**src/rtl/conversion_counter_pkg.sv**
```systemverilog
// Shared constants for the measurement FSM and its phase counter.
package conversion_counter_pkg;

  localparam int unsigned CNT_W   = 16;
  localparam int unsigned SEQ_W   = 8;
  localparam int unsigned RANGE_W = 3;

  localparam logic [CNT_W-1:0] AUTO_ZERO   = 16'h0200;
  localparam logic [CNT_W-1:0] INTEGRATE   = 16'h4000;
  localparam logic [CNT_W-1:0] DEINTEGRATE = 16'hFFFF;

endpackage

```
**src/rtl/conversion_counter_result_holder.sv**
```systemverilog
// Single-entry valid/ready result register with an overwrite (overrun) flag.
module conversion_counter_result_holder #(
  parameter int unsigned W = 8
) (
  input  logic         clk_i,
  input  logic         rst_ni,
  input  logic         load_i,
  input  logic [W-1:0] data_i,
  input  logic         ready_i,
  output logic [W-1:0] data_o,
  output logic         valid_o,
  output logic         overrun_o
);

  logic [W-1:0] r_data;
  logic         r_valid;
  logic         r_overrun;

  always_ff @(posedge clk_i or negedge rst_ni) begin
    if (!rst_ni) begin
      r_data    <= '0;
      r_valid   <= 1'b0;
      r_overrun <= 1'b0;
    end else if (load_i) begin
      r_data    <= data_i;
      r_valid   <= 1'b1;
      // Overrun only when an unread result is replaced without being taken.
      r_overrun <= r_valid & ~ready_i;
    end else if (r_valid && ready_i) begin
      r_valid <= 1'b0;
    end
  end

  assign data_o    = r_data;
  assign valid_o   = r_valid;
  assign overrun_o = r_overrun;

endmodule

```
**src/rtl/conversion_counter.sv**
```systemverilog
// Phase counter for the measurement FSM plus capture of the deintegrate result.
module conversion_counter #(
  parameter int unsigned CNT_W = 16,
  parameter int unsigned SEQ_W = 8
) (
  input  logic             clk_i,
  input  logic             rst_ni,
  input  logic             cnt_clear_i,
  input  logic             cnt_en_i,
  input  logic [CNT_W-1:0] cnt_limit_i,
  output logic             cnt_done_o,
  output logic             cnt_busy_o,
  input  logic             meas_done_i,
  input  logic             ref_sign_i,
  input  logic [2:0]       range_sel_i,
  output logic [CNT_W-1:0] res_count_o,
  output logic             res_sign_o,
  output logic [2:0]       res_range_o,
  output logic             res_ovf_o,
  output logic             res_overrun_o,
  output logic [SEQ_W-1:0] res_seq_o,
  output logic             res_valid_o,
  input  logic             res_ready_i
);
  import conversion_counter_pkg::*;

  localparam int unsigned ResW = CNT_W + 1 + RANGE_W + 1 + SEQ_W;

  logic [CNT_W-1:0] r_count;
  logic             r_busy;
  logic [SEQ_W-1:0] r_seq;
  logic             w_done;
  logic [ResW-1:0]  w_cap;
  logic [ResW-1:0]  w_res;

  // Stopping at the limit is what prevents wrap; limit all-ones saturates.
  assign w_done = (r_count >= cnt_limit_i);

  always_ff @(posedge clk_i or negedge rst_ni) begin
    if (!rst_ni) begin
      r_count <= '0;
      r_busy  <= 1'b0;
    end else if (cnt_clear_i) begin
      r_count <= '0;
      r_busy  <= 1'b0;
    end else if (cnt_en_i && !w_done) begin
      r_count <= r_count + 1'b1;
      r_busy  <= 1'b1;
    end else begin
      r_busy  <= 1'b0;
    end
  end

  always_ff @(posedge clk_i or negedge rst_ni) begin
    if (!rst_ni) begin
      r_seq <= '0;
    end else if (meas_done_i) begin
      r_seq <= r_seq + 1'b1;
    end
  end

  assign w_cap = {r_count, ref_sign_i, range_sel_i, &r_count, r_seq};

  conversion_counter_result_holder #(
    .W(ResW)
  ) u_result_holder (
    .clk_i    (clk_i),
    .rst_ni   (rst_ni),
    .load_i   (meas_done_i),
    .data_i   (w_cap),
    .ready_i  (res_ready_i),
    .data_o   (w_res),
    .valid_o  (res_valid_o),
    .overrun_o(res_overrun_o)
  );

  assign {res_count_o, res_sign_o, res_range_o, res_ovf_o, res_seq_o} = w_res;

  assign cnt_done_o = w_done;
  assign cnt_busy_o = r_busy;

endmodule

```
**config.mk**
```make
export PLATFORM = sky130hd
export DESIGN_NAME = conversion_counter
export DESIGN_NICKNAME = d
export VERILOG_FILES = /design/src/rtl/conversion_counter_pkg.sv /design/src/rtl/conversion_counter_result_holder.sv /design/src/rtl/conversion_counter.sv
export SDC_FILE = /design/constraint.sdc
export NUM_CORES = 1
export LEC_CHECK = 0
export BUFFER_PORTS_ARGS = -buffer_cell sky130_fd_sc_hd__buf_2
export CORE_UTILIZATION = 35
export CTS_BUF_LIST = sky130_fd_sc_hd__clkbuf_4
export DETAILED_ROUTE_END_ITERATION = 16
export PLACE_DENSITY = 0.54
export SYNTH_ARGS = -nofsm -noshare
export SYNTH_HDL_FRONTEND = slang
export SYNTH_HIERARCHICAL = 1
export SYNTH_SLANG_ARGS = --single-unit
export TNS_END_PERCENT = 1
```
**constraint.sdc**
```tcl
create_clock -name clk_i -period 5.68 [get_ports clk_i]
set_input_delay 1.136 -clock clk_i [delete_from_list [all_inputs] [get_ports clk_i]]
set_output_delay 1.136 -clock clk_i [all_outputs]
set_load 0.02 [all_outputs]
```
==> run_results.csv, run 1 <==
group,metric,value,unit
synth,synthesis.area,2814,µm²
critical_path,type_of_the_setup_path_with_the_least_slack,"input pin to output pin",
cells_and_area,syn2layout_area_growth,15.74,%
clock_tree,clk-insertion-delay-late,0.38,ns
clock_tree,cts-root-to-sink-buffers,2,
power,vdd_ir_max,120.8,µV
power,power_switching,0.0002699,W
global_routing,first_global_vias,1989,
clock_tree,tritoncts,"yes",
min_path,hp-class,"register to register",
die,die-height,91.67,µm
global_routing,grt_start_max_net_pins,57,
cells_and_area,nets,351,
cells_and_area,drive_above_1_share,34.09,%
global_routing,grt_remaining_overflow,0,
critical_path,worstPathMaxFanout,2,
synth,synth-seq-cells,56,
timing,finalSetupTns,0,ns
die,floorplan.io_pins,59,
place,port_buffers,58,
power,power,0.0009013,W
clock_tree,cts.root.buffer_cell,"clkbuf_4",
synth,synth_warnings,6,
critical_path,critical_path_arrival,2.47,ns
timing,grt_setup_unrepaired,"false",
power,combPwrFrac,20.4,%
clock_tree,post_cts_resized,0,
timing,final_setup_fails,0,
clock_tree,cts.hold.buffers_added,0,
power,power_report.internal_total,0.0006314,W
timing,timing.fmax,0.2774,GHz
detailed_routing,first_iter_violations,98,
timing,post-route-period-util,63.48,%
detailed_routing,via_count,2038,
power,power_per_cell_area,276.7,nW/µm²
flow_run,maxCapViolCount,0,
clock_tree,numClockSinks,56,
place,dpl_cell_area,3177,µm²
synth,yosys.area.top_type_share,49.80,%
clock_tree,cts-buffers-inserted,5,
synth,synthDistinctLibCells,35,
detailed_routing,firstDrtPassIters,4,
status,status,"finished clean",
critical_path,timing.critical_path.to_type,"output pin",
global_routing,grt_use_total,13.49,%
synth,postSynthNetCount,293,
synth,syn_inst,249,
cells_and_area,multi_input_comb_area,1271,µm²
synth,largest_area_contributor_in_the_netlist,"dfrtp_1",
place,hpwlAfterDp,3776,µm
timing,maxSlewViolCount,0,
critical_path,critical_path_required,4.54,ns
timing,post-route-min-period,3.605,ns
timing,timing.max_slew.rel_slack,44.84,%
place,detailedPlace.worstSlack,2.046,ns
place,place_congestion,0.7329,
timing,hold_slack,0.4766,ns
detailed_routing,avgRoutedWirePerCell,13.00,µm
global_routing,antenna_found_initial,0,
timing,hold_viol_final,0,
cells_and_area,num_antenna_cells,0,
timing,worst_slew_pin_slew,0.8273,ns
detailed_routing,via_per_inst,4.971,
detailed_routing,drc,0,
global_routing,grt_pass1_wl,9190,µm
power,clock_power_share,24.7,%
clock_tree,cts.clk_slew.worst_paths,0.18,ns
die,placement_rows,32,
clock_tree,h-tree-depth,2,
die,core,7767,µm²
synth,synth_seq_area_share,49.80,%
cells_and_area,fin_area,3257,µm²
die,effective_utilization_at_floorplan,36.23,%
synth,average_instance_area_after_synthesis,11.30,µm²
power,switching_fraction,29.94,%
die,die_area,8402,µm²
min_path,worstHoldStart,"r_seq[7]$_DFFE_PN0P_",
timing,clock_skew,0.01238,ns
die,die_w,91.67,µm
timing,post-route-worst-setup-slack,2.075,ns
detailed_routing,detail_route.wirelength,5332,µm
cells_and_area,ff_latch_area,1401,µm²
critical_path,critPathLaunchType,"input pin",
critical_path,crit-reg2reg-launch,"r_count[0]$_DFFE_PN0P_",
detailed_routing,antenna_left,0,
power,p_leak,1.639,nW
clock_tree,post_cts_buffers,0,
synth,area_contributors_post_synth,"dfrtp_1, mux2_2, ha_1, a21oi_1, inv_1",
cells_and_area,layout.filler_cells,810,
power,sequential_share_of_power,54.9,%
critical_path,critPathLaunch,"cnt_limit_i[13]",
==> critical path, cell delays in order <==
cell and delay [ns]:
buf_2 0.08, inv_1 0.03, ha_1 0.31, a211oi_2 0.25, nor2_1 0.08, nor4_1 0.32, nand3_1 0.11, buf_2 0.17
==> through the flow <==
stage,std cells,utilization (%)
global placement,402,40.90
CTS,410,41.93
global route,410,41.93
detailed placement,402,40.90
floorplan,249,-
finish,410,41.93
==> cells in the mapped netlist (all sizes together) <==
library cell  instances
or3                   7
and3                  5
nand3b                1
nor2                 12
or4                   6
ha                   18
or2                   1
nand4                 8
o21ai                11
a21o                  1
buf                   7
o31ai                 6
a211oi                1
nand2b                2
dfrtp                56
nor2b                 1
clkbuf                1
xnor2                 5
nand2                12
mux2i                 1
a31o                  2
mux2                 30
a2111oi               1
xor2                  3
nor4                  2
a21oi                19
nand3                 8
inv                  21
nor3                  1
==> power by group through the flow <==
stage / Clock [W] / Combinational (W) / Sequential (W)
CTS: 0.000230 / 0.000188 / 0.000496
floorplan: 0 / 0.0000920 / 0.000534
global route: 0.000244 / 0.000202 / 0.000505
detailed placement: 0 / 0.000187 / 0.000505
finish: 0.000223 / 0.000184 / 0.000495
global placement: 0 / 0.000183 / 0.000503
==> path summary, 6_finish.rpt <==
kind / slack (ns) / to / depth (start not counted)
worst min-delay path: 0.48 / r_seq[7]$_DFFE_PN0P_ / 1
worst max register to register: 3.16 / r_count[9]$_DFFE_PN0P_ / 8
max in group asynchronous: 4.33 / r_count[3]$_DFFE_PN0P_ / 2
worst min register to register: 0.48 / r_seq[7]$_DFFE_PN0P_ / 1
min in group asynchronous: 0.86 / u_result_holder/data_o[1]$_DFFE_PN0P_ / 2
worst max-delay path: 2.07 / cnt_done_o / 8
==> flip-flops by register name (all words and copies together) (netlist names) <==
register and flops:
cnt_busy_o 1, u_result_holder/data_o 29, r_count 16, u_result_holder/overrun_o 1, r_seq 8, u_result_holder/valid_o 1
==> cells in the final DEF, fill, tap and decap left out, types with 2 or more instances in the layout <==
cell type	synthesis	layout
buf_2	2	58
dfrtp_1	56	56
mux2_2	30	30
inv_1	21	21
a21oi_1	19	19
ha_1	18	18
nand2_1	12	12
nor2_1	12	12
o21ai_0	10	10
nand4_1	8	8
nand3_1	7	7
or3_1	7	7
o31ai_1	6	6
or4_1	6	6
and3_1	5	5
xnor2_1	5	5
clkbuf_4	0	5
xor2_1	3	3
a31o_2	2	2
==> per-layer routing <==
layer	GRT usage, %	vias up	wire length [µm]
met5	0	-	0
met2	22.99	35	2637
met3	3.151	4	212
met1	17.12	994	2443
li1	-	1005	-
met4	3.704	0	39
==> layout make-up <==
class                           count  share of cell area [%]
Sequential cell                    56                   43.03
Tap cell                          102                   3.919
Clock buffer                        5                   1.153
Clock inverter                      3                   1.306
Inverter                           21                   2.420
Timing Repair Buffer               59                   9.143
Multi-Input combinational cell    164                   39.03
==> kinds of logic (layout without fill, tap and decap cells) <==
kind of cell,after synthesis,count (layout),synth area share [%]
buffers and inverters,29,88,5.024
adders and majority gates,18,18,8.004
and+or+nand+nor,66,66,13.52
xor gates and xnor gates,8,8,2.490
AOI/OAI and AO/OA,41,41,8.804
muxes,31,31,12.36
DFF,56,56,49.80
Power figures use the tool's default switching activity.
==> run 2, diff against run 1 <==
==> constraint.sdc (replaced) <==
create_clock -name clk_i -period 3.5 [get_ports clk_i]
set_input_delay 0.7 -clock clk_i [delete_from_list [all_inputs] [get_ports clk_i]]
set_output_delay 0.7 -clock clk_i [all_outputs]
set_load 0.02 [all_outputs]
==> run 2 against run 1 <==
- flip-flop and latch count unchanged
- sequential share of layout area up 0.22 points
- design area down 0.50%
- utilization down 0.21 points
- global-route usage up 0.44 points
- critical path depth down 1
- wire length up 0.73%
- non-clock buffer count up 1
==> run_results.csv, run 2 (same netlist as run 1, synthesis figures left out) <==
group,metric,value,unit
power,clock_power_share,20.6,%
clock_tree,tritoncts,"yes",
global_routing,antenna_found_initial,0,
min_path,hp-class,"input pin to async pin",
place,place_congestion,0.7400,
global_routing,grt_use_total,13.93,%
critical_path,worstPathMaxFanout,5,
detailed_routing,first_iter_violations,85,
clock_tree,cts-buffers-inserted,5,
timing,hold_slack,0.4251,ns
die,core,7767,µm²
die,die_area,8402,µm²
cells_and_area,most-common-layout-cells,"buf_2, dfrtp_1, mux2_2",
clock_tree,h-tree-depth,2,
power,sequential_share_of_power,57.9,%
critical_path,critical_path.cell_chain,"inv_1, ha_1, nand2b_4, a2111oi_2, nand3b_2, nand3_1, buf_2",
timing,worst_slew_pin_slew,0.7014,ns
cells_and_area,num_antenna_cells,0,
clock_tree,post_cts_resized,0,
power,vdd_ir_max,209.6,µV
die,placement_rows,32,
timing,grt_setup_unrepaired,"false",
place,port_buffers,58,
cells_and_area,layout.filler_cells,813,
cells_and_area,syn2layout_area_growth,15.16,%
timing,final_setup_fails,0,
cells_and_area,utilization,41.72,%
detailed_routing,avgRoutedWirePerCell,13.07,µm
cells_and_area,largest_register_ffs,29,
timing,timing.fmax,0.3467,GHz
critical_path,critical_path_arrival,2.18,ns
power,combPwrFrac,21.5,%
power,power,0.001386,W
detailed_routing,met3_routed_length,197,µm
detailed_routing,antenna_left,0,
timing,hold_viol_final,0,
timing,timing.max_slew.rel_slack,53.24,%
die,effective_utilization_at_floorplan,36.23,%
timing,post-route-period-util,82.42,%
clock_tree,cts.clk_slew.worst_paths,0.16,ns
critical_path,type_of_the_setup_path_with_the_least_slack,"register to output pin",
detailed_routing,detail_route.wirelength,5371,µm
die,die_w,91.67,µm
power,p_leak,1.638,nW
place,detailedPlace.worstSlack,0.6365,ns
flow_run,maxCapViolCount,0,
detailed_routing,met1_length,2542,µm
global_routing,grt_remaining_overflow,0,
critical_path,critical_path_required,2.80,ns
critical_path,timing.critical_path.to_type,"output pin",
detailed_routing,via_per_inst,4.929,
clock_tree,cts.hold.buffers_added,0,
status,status,"finished clean",
die,die-height,91.67,µm
clock_tree,cts.root.buffer_cell,"clkbuf_4",
timing,finalSetupTns,0,ns
power,power_switching,0.0004313,W
die,floorplan.io_pins,59,
detailed_routing,met2WireLength,2587,µm
global_routing,grt_start_max_net_pins,57,
cells_and_area,nets,352,
clock_tree,post_cts_buffers,0,
detailed_routing,top_layer,"met4",
timing,post-route-worst-setup-slack,0.6153,ns
power,switching_fraction,31.13,%
detailed_routing,drc,0,
critical_path,crit_slowest_cell,"dfrtp_1",
place,hpwlAfterDp,3887,µm
clock_tree,numClockSinks,56,
global_routing,first_global_vias,1970,
power,power_report.internal_total,0.0009543,W
clock_tree,cts-root-to-sink-buffers,2,
cells_and_area,drive_above_1_share,34.30,%
detailed_routing,via_count,2026,
global_routing,grt_pass1_wl,9439,µm
critical_path,stage_delay_of_the_slowest_cell_on_the_critical_path,0.48,ns
detailed_routing,firstDrtPassIters,4,
timing,post-route-min-period,2.885,ns
clock_tree,clk-insertion-delay-late,0.38,ns
critical_path,critPathLaunchType,"register",
cells_and_area,most_common_library_cell_in_the_layout_ignoring_fill_and_taps,"buf_2",
timing,clock_skew,0.01427,ns
timing,maxSlewViolCount,0,
power,power_per_cell_area,427.6,nW/µm²
## run 2: critical path: cells and delay by family, from the launching register on
family	cells	cell delay, ns
flip-flops	1	0.48
buffers and inverters	2	0.24
adder cells (fa/ha/maj)	1	0.27
AO/OA/AOI/OAI	1	0.37
AND/OR/NAND/NOR	3	0.45
## run 2: per-stage QoR
| stage | instances | cell area, µm² |
|---|---|---|
| after floorplan | 249 | 2814 |
| after global placement | 403 | 3184 |
| after detailed placement | 403 | 3184 |
| after CTS | 411 | 3241 |
| after global routing | 411 | 3241 |
| final | 411 | 3241 |
## run 2: final cells by class
cell class	instances	area (µm²)	area share (%)
flip-flops and latches	56	1401	43.24
inverters	21	78.83	2.432
repair buffers	60	305.3	9.421
clock inverters	3	18.77	0.5792
multi-input cells	164	1271	39.23
well taps	102	127.6	3.938
clock buffers	5	37.54	1.158
## run 2: path summary, 6_finish.rpt
kind,start,cells past startpoint,slack [ns],endpoint
hold reg to reg,r_seq[7]$_DFFE_PN0P_,1,0.48,r_seq[7]$_DFFE_PN0P_
hold / removal,rst_ni,2,0.43,u_result_holder/data_o[26]$_DFFE_PN0P_
min in group clk_i,r_seq[7]$_DFFE_PN0P_,1,0.48,r_seq[7]$_DFFE_PN0P_
setup / recovery,r_count[0]$_DFFE_PN0P_,7,0.62,cnt_done_o
setup reg to reg,r_count[0]$_DFFE_PN0P_,8,0.96,r_count[9]$_DFFE_PN0P_
max in group asynchronous,rst_ni,2,2.60,r_count[5]$_DFFE_PN0P_
## run 2: per-layer routing
metal  GRT usage [%]  up-vias
met1           18.69      981
met4           3.175        0
li1                -     1007
met3           2.736        5
met5               0        -
met2           23.25       33
## run 2: power by group through the flow
| stage | clock network, W | registers, W | logic [W] |
|---|---|---|---|
| after global routing | 0.000324 | 0.000820 | 0.000329 |
| final | 0.000285 | 0.000802 | 0.000298 |
| after floorplan | 0 | 0.000867 | 0.000149 |
| after detailed placement | 0 | 0.000819 | 0.000304 |
| after CTS | 0.000299 | 0.000806 | 0.000305 |
| after global placement | 0 | 0.000817 | 0.000298 |
